--- src/rtl/multicycle_control.sv ---
// ---------------------------------------------------------------------------
// multicycle_control
//   Main control FSM of the multicycle MIPS core. It sequences the shared ALU,
//   register file, PC and unified memory through FETCH / DECODE / execute /
//   memory / writeback steps, decoded from the opcode held in IR. It also
//   counts retired instructions.
//
// Optional feature (compile-time macro ILLEGAL_TRAP_EN):
//   defined   : an unknown opcode in DECODE traps into HALT. HALT raises a
//               sticky `illegal` flag, drives every strobe low and is left
//               only through rst.
//   undefined : an unknown opcode behaves as a NOP. DECODE returns to FETCH,
//               the instruction is not counted, and `illegal` is tied to 0.
//
// Memory handshake:
//   memRead or memWrite is a request that the FSM holds for as long as the
//   memory state lasts. memReady=1 in a cycle means the memory completes that
//   request in the same cycle. The FSM advances out of FETCH / MEM_RD /
//   MEM_WR only on that cycle. The FETCH-side strobes (irWrite, pcWrite) are
//   asserted only when memReady=1, so IR and PC load exactly once.
//
// Ports:
//   clk, rst     core clock; synchronous active-high reset
//   opcode       IR[31:26], sampled in DECODE and MEM_ADDR only
//   memReady     memory completes the current request this cycle
//   pcWrite, pcWriteCond, iorD, memRead, memWrite, irWrite,
//   memToReg, regDst, regWrite, aluSrcA, aluSrcB, aluOp, pcSource
//                datapath controls (Moore decode of state; the FETCH-side
//                strobes are also qualified by memReady)
//   retired      instructions completed since reset (wraps at 2^CNT_W)
//   illegal      sticky illegal-opcode flag (0 unless ILLEGAL_TRAP_EN)
//   dbg_state    current FSM state, for observation only
// ---------------------------------------------------------------------------
module multicycle_control #(
  parameter int CNT_W = 32
) (
  input  logic             clk,
  input  logic             rst,
  input  logic [5:0]       opcode,
  input  logic             memReady,
  output logic             pcWrite,
  output logic             pcWriteCond,
  output logic             iorD,
  output logic             memRead,
  output logic             memWrite,
  output logic             irWrite,
  output logic             memToReg,
  output logic             regDst,
  output logic             regWrite,
  output logic             aluSrcA,
  output logic [1:0]       aluSrcB,
  output logic [1:0]       aluOp,
  output logic [1:0]       pcSource,
  output logic [CNT_W-1:0] retired,
  output logic             illegal,
  output logic [3:0]       dbg_state
);

  localparam logic [5:0] OP_RTYPE = 6'b000000;
  localparam logic [5:0] OP_LW    = 6'b100011;
  localparam logic [5:0] OP_SW    = 6'b101011;
  localparam logic [5:0] OP_BEQ   = 6'b000100;
  localparam logic [5:0] OP_J     = 6'b000010;
  localparam logic [5:0] OP_ADDI  = 6'b001000;

  typedef enum logic [3:0] {
    S_FETCH, S_DECODE, S_MEM_ADDR, S_MEM_RD, S_MEM_WB, S_MEM_WR,
    S_EXEC_R, S_R_WB, S_EXEC_I, S_I_WB, S_BRANCH, S_JUMP
`ifdef ILLEGAL_TRAP_EN
    , S_HALT
`endif
  } state_t;

  state_t           state_q, state_d;
  logic [CNT_W-1:0] retired_q, retired_d;
  logic             retire;

`ifdef ILLEGAL_TRAP_EN
  logic illegal_q, illegal_d;
`endif

  always_comb begin
    state_d     = state_q;
    retired_d   = retired_q;
    retire      = 1'b0;
    pcWrite     = 1'b0;
    pcWriteCond = 1'b0;
    iorD        = 1'b0;
    memRead     = 1'b0;
    memWrite    = 1'b0;
    irWrite     = 1'b0;
    memToReg    = 1'b0;
    regDst      = 1'b0;
    regWrite    = 1'b0;
    aluSrcA     = 1'b0;
    aluSrcB     = 2'b00;
    aluOp       = 2'b00;
    pcSource    = 2'b00;
`ifdef ILLEGAL_TRAP_EN
    illegal_d   = illegal_q;
`endif

    case (state_q)
      S_FETCH: begin
        memRead = 1'b1;
        // PC+4 is computed on the ALU in the same cycle the IR loads.
        if (memReady) begin
          irWrite = 1'b1;
          pcWrite = 1'b1;
          aluSrcB = 2'b01;
          state_d = S_DECODE;
        end
      end
      S_DECODE: begin
        // Precompute the branch target into ALUOut while decoding.
        aluSrcB = 2'b11;
        case (opcode)
          OP_RTYPE:     state_d = S_EXEC_R;
          OP_LW, OP_SW: state_d = S_MEM_ADDR;
          OP_BEQ:       state_d = S_BRANCH;
          OP_J:         state_d = S_JUMP;
          OP_ADDI:      state_d = S_EXEC_I;
`ifdef ILLEGAL_TRAP_EN
          default:      state_d = S_HALT;
`else
          default:      state_d = S_FETCH;
`endif
        endcase
      end
      S_MEM_ADDR: begin
        aluSrcA = 1'b1;
        aluSrcB = 2'b10;
        state_d = (opcode == OP_SW) ? S_MEM_WR : S_MEM_RD;
      end
      S_MEM_RD: begin
        iorD    = 1'b1;
        memRead = 1'b1;
        if (memReady) state_d = S_MEM_WB;
      end
      S_MEM_WB: begin
        memToReg = 1'b1;
        regWrite = 1'b1;
        state_d  = S_FETCH;
        retire   = 1'b1;
      end
      S_MEM_WR: begin
        iorD     = 1'b1;
        memWrite = 1'b1;
        if (memReady) begin
          state_d = S_FETCH;
          retire  = 1'b1;
        end
      end
      S_EXEC_R: begin
        aluSrcA = 1'b1;
        aluOp   = 2'b10;
        state_d = S_R_WB;
      end
      S_R_WB: begin
        regDst   = 1'b1;
        regWrite = 1'b1;
        state_d  = S_FETCH;
        retire   = 1'b1;
      end
      S_EXEC_I: begin
        aluSrcA = 1'b1;
        aluSrcB = 2'b10;
        state_d = S_I_WB;
      end
      S_I_WB: begin
        regWrite = 1'b1;
        state_d  = S_FETCH;
        retire   = 1'b1;
      end
      S_BRANCH: begin
        aluSrcA     = 1'b1;
        aluOp       = 2'b01;
        pcWriteCond = 1'b1;
        pcSource    = 2'b01;
        state_d     = S_FETCH;
        retire      = 1'b1;
      end
      S_JUMP: begin
        pcWrite  = 1'b1;
        pcSource = 2'b10;
        state_d  = S_FETCH;
        retire   = 1'b1;
      end
`ifdef ILLEGAL_TRAP_EN
      S_HALT: begin
        state_d = S_HALT;
      end
`endif
      default: state_d = S_FETCH;
    endcase

    if (retire) retired_d = retired_q + CNT_W'(1);

`ifdef ILLEGAL_TRAP_EN
    // Set on entry so the flag and HALT become visible in the same cycle.
    if (state_d == S_HALT) illegal_d = 1'b1;
`endif

    // A reset cycle must never commit anything to PC, IR, memory or regfile.
    if (rst) begin
      pcWrite     = 1'b0;
      pcWriteCond = 1'b0;
      irWrite     = 1'b0;
      memRead     = 1'b0;
      memWrite    = 1'b0;
      regWrite    = 1'b0;
    end
  end

  always_ff @(posedge clk) begin
    if (rst) begin
      state_q   <= S_FETCH;
      retired_q <= '0;
`ifdef ILLEGAL_TRAP_EN
      illegal_q <= 1'b0;
`endif
    end else begin
      state_q   <= state_d;
      retired_q <= retired_d;
`ifdef ILLEGAL_TRAP_EN
      illegal_q <= illegal_d;
`endif
    end
  end

  assign retired   = retired_q;
  assign dbg_state = state_q;
`ifdef ILLEGAL_TRAP_EN
  assign illegal   = illegal_q;
`else
  assign illegal   = 1'b0;
`endif

endmodule

--- config.mk ---
export PLATFORM = sky130hd
export DESIGN_NAME = multicycle_control
export DESIGN_NICKNAME = d
export VERILOG_FILES = /design/src/rtl/multicycle_control.sv
export SDC_FILE = /design/constraint.sdc
export NUM_CORES = 1
export LEC_CHECK = 0
export BUFFER_PORTS_ARGS = -buffer_cell sky130_fd_sc_hd__buf_2
export CAP_MARGIN = 5
export CORE_MARGIN = 3
export CORE_UTILIZATION = 35
export CTS_CLUSTER_DIAMETER = 50
export CTS_CLUSTER_SIZE = 25
export DETAILED_ROUTE_END_ITERATION = 7
export PLACE_DENSITY_LB_ADDON = 0.15
export SETUP_SLACK_MARGIN = 0.4
export SYNTH_ARGS = -nofsm -noshare
export SYNTH_HDL_FRONTEND = slang
export SYNTH_SLANG_ARGS = --single-unit
--- constraint.sdc ---
create_clock -name clk -period 3.7 [get_ports clk]
set_input_delay 0.185 -clock clk [delete_from_list [all_inputs] [get_ports clk]]
set_output_delay 0.185 -clock clk [all_outputs]
set_load 0.1 [all_outputs]
==> run_results.csv <==
group,metric,value,unit
outcome,status,"complete, no violations",
setup_path,crit_arrival,2.50,ns
cts,cts_buffer_depth,2,
synth,ys_seq_area_share,32.9,%
timing,worstMarginPinSlew,0.904,ns
final_layout,fin_util,43.7,%
global_route,overflow,0,
routing,drc_errors,0,
synth,syn-num-nets,284,
power_and_ir_drop,power.density,313,nW/um^2
routing,ant_nets,0,
setup_path,crit_path_max_fanout,13,
cts,cts_tree,"yes",
timing,fin_crit_sh,62.9,%
synth,synth.area.top_cells,"dfxtp_1 (33%), mux2_2 (6.7%), nor2_1 (4.4%), nor2b_1 (4.0%), a21oi_1 (3.9%)",
place,io_buffers,60,
timing,fin_skew,0.00639,ns
final_layout,multi_input_area,1380,sq um
place,pre_cts_slack,1.38,ns
timing,min_period,2.33,ns
global_route,grt_pass1_vias,1959,
routing,routedWlPerCell,14.4,um
global_route,antenna_found_initial,0,
die,pin_count,62,
synth,async_reset_ff_share,0,%
synth,ys_warn_count,0,
timing,whs,0.254,ns
final_layout,design_area,2620,sq um
routing,routed_wl,5700,um
final_layout,n_antenna_cell,0,
routing,avgViaCountPerCell,5.59,
cts,numCtsBuffers,5,
synth,synth_area_leader_cell,"dfxtp_1",
timing,slew_viol_final,0,
die,start_util,36.6,%
setup_path,critical_path_required,3.88,ns
final_layout,seq_area,721,sq um
setup_path,cp-start-kind,"flop",
routing,drt_first_pass_iters,4,
die,fp-row-count,28,
synth,ys_types,47,
min_path,holdPathStages,4,
die,die_area,7250,sq um
place,dp.cells,388,
synth,synth_area,2190,sq um
global_route,grt_pass1_wl,9490,um
cts,clk_pin_slew,0.07,ns
global_route,gr-usage-all-layers,15.7,%
cts,cts_max_level,2,
place,globalplace.congestion,0.773,
power_and_ir_drop,worst_ir_drop_vdd,195,uV
timing,rsz0062_at_grt,"false",
cts,postCtsSetupBuffers,0,
die,die_h,85.2,um
routing,dr.max_layer_used,"met4",
final_layout,instances_no_fill,395,
routing,route.layer.met1.wl,2800,um
timing,slew_headroom,39.7,%
cts,root_buffer,"clkbuf_8",
die,die_w,85.2,um
setup_path,critPathKind,"reg2reg",
cts,ctsHoldBuffers,0,
timing,finalWorstSetupSlack,1.37,ns
min_path,hold_class,"in2reg",
routing,wl_met2,2550,um
synth,ys_seq_elements,36,
cts,clock_latency,0.29,ns
routing,vias,2208,
cts,clkSinkCount,36,
power_and_ir_drop,leakagePower,1.05,nW
place,dpl_cell_area,2520,sq um
final_layout,layout.cells.most_common_list,"buf_2 (60), dfxtp_1 (36), nor2_1 (25), nand2_1 (18), a21oi_1 (17)",
setup_path,worst-r2r-cell-count,5,
job,drv_cap,0,
die,core_area,5990,sq um
routing,drt_iter0_drc,126,
global_route,grt_max_degree,52,
timing,fin_setup_tns,0,ns
synth,synth_edf_count,0,
final_layout,drive_above_1_share,29.1,%
routing,wl_met3,319,um
cts,cts_resized,0,
timing,fmaxAchievable,430,MHz
setup_path,end_kind,"flop",
synth,synthFlopType,"dfxtp_1",
synth,postSynthAreaPerCell,8.00,sq um
synth,synthCells,274,
timing,hold_viol_final,0,
final_layout,nFillCells,624,
timing,setup_violations,0,
synth,synth_top_cell_area_share,32.9,%
place,hpwl,3940,um
power_and_ir_drop,finalPower,0.819,mW
final_layout,synthToLayoutAreaGrowth,19.2,%
final_layout,layout.nets,330,
final_layout,final_common_cell,"buf_2",
[final timing paths]
kind                                  start      endpoint  slack, ns
worst max-delay path             retired[0]   retired[28]       1.37
worst min-delay path              opcode[0]  dbg_state[3]       0.25
worst max register to register   retired[0]   retired[28]       1.37
worst min register to register  retired[11]   retired[11]       0.50
[cell families (layout without fill, tap and decap cells)]
| kind of cell | after synthesis | count (layout) | share of synthesized area (%) |
|---|---|---|---|
| AND/OR/NAND/NOR | 139 | 139 | 36.0 |
| AO/OA/AOI/OAI | 54 | 54 | 16.7 |
| flip-flops | 36 | 36 | 32.9 |
| buffers and inverters | 26 | 72 | 5.42 |
| multiplexers | 14 | 14 | 7.13 |
| XOR/XNOR | 3 | 3 | 1.20 |
| adder cells (fa/ha/maj) | 1 | 1 | 0.570 |
| other | 1 | 1 | 0.171 |
[registers in the layout, indices dropped and copies added, names as in the netlist]
name,cells
retired,32
dbg_state,4
[layout make-up]
type                            count  area share (%)
Timing Repair Buffer               61            11.8
Clock buffer                        7            3.68
Inverter                            4           0.574
Sequential cell                    36            27.6
Multi-Input combinational cell    212            52.8
Tap cell                           75            3.59
[synthesized netlist by cell type (5+ instances only)]
| cell type | number |
|---|---|
| o21ai_0 | 9 |
| nor3_1 | 6 |
| buf_2 | 5 |
| o31ai_1 | 8 |
| nor3b_1 | 5 |
| nor2b_1 | 14 |
| nor4_1 | 9 |
| a21oi_1 | 17 |
| or3_1 | 8 |
| or4_1 | 8 |
| nand2_1 | 18 |
| nor2_1 | 26 |
| nand4_1 | 11 |
| nand3_1 | 9 |
| and3_1 | 5 |
| dfxtp_1 | 36 |
| mux2_2 | 13 |
| clkbuf_1 | 11 |
[critical path, stage by stage (launching register included)]
cell and delay [ns]:
dfxtp_1 0.45, ha_1 0.30, and3_1 0.18, nand4_1 0.44, nor4b_1 0.48, mux2_2 0.37
[per-layer routing]
layer  global-route usage, %  vias to the layer above
li1                        -                     1122
met1                    21.8                     1036
met2                    23.6                       48
met3                    5.15                        2
met4                    3.31                        0
met5                       0                        -
[power by group]
group          switching [mW]  internal (mW)
Combinational          0.0938         0.0252
Clock                   0.138          0.166
Sequential            0.00643          0.389
Note: power is estimated with default switching activity, not from simulation.
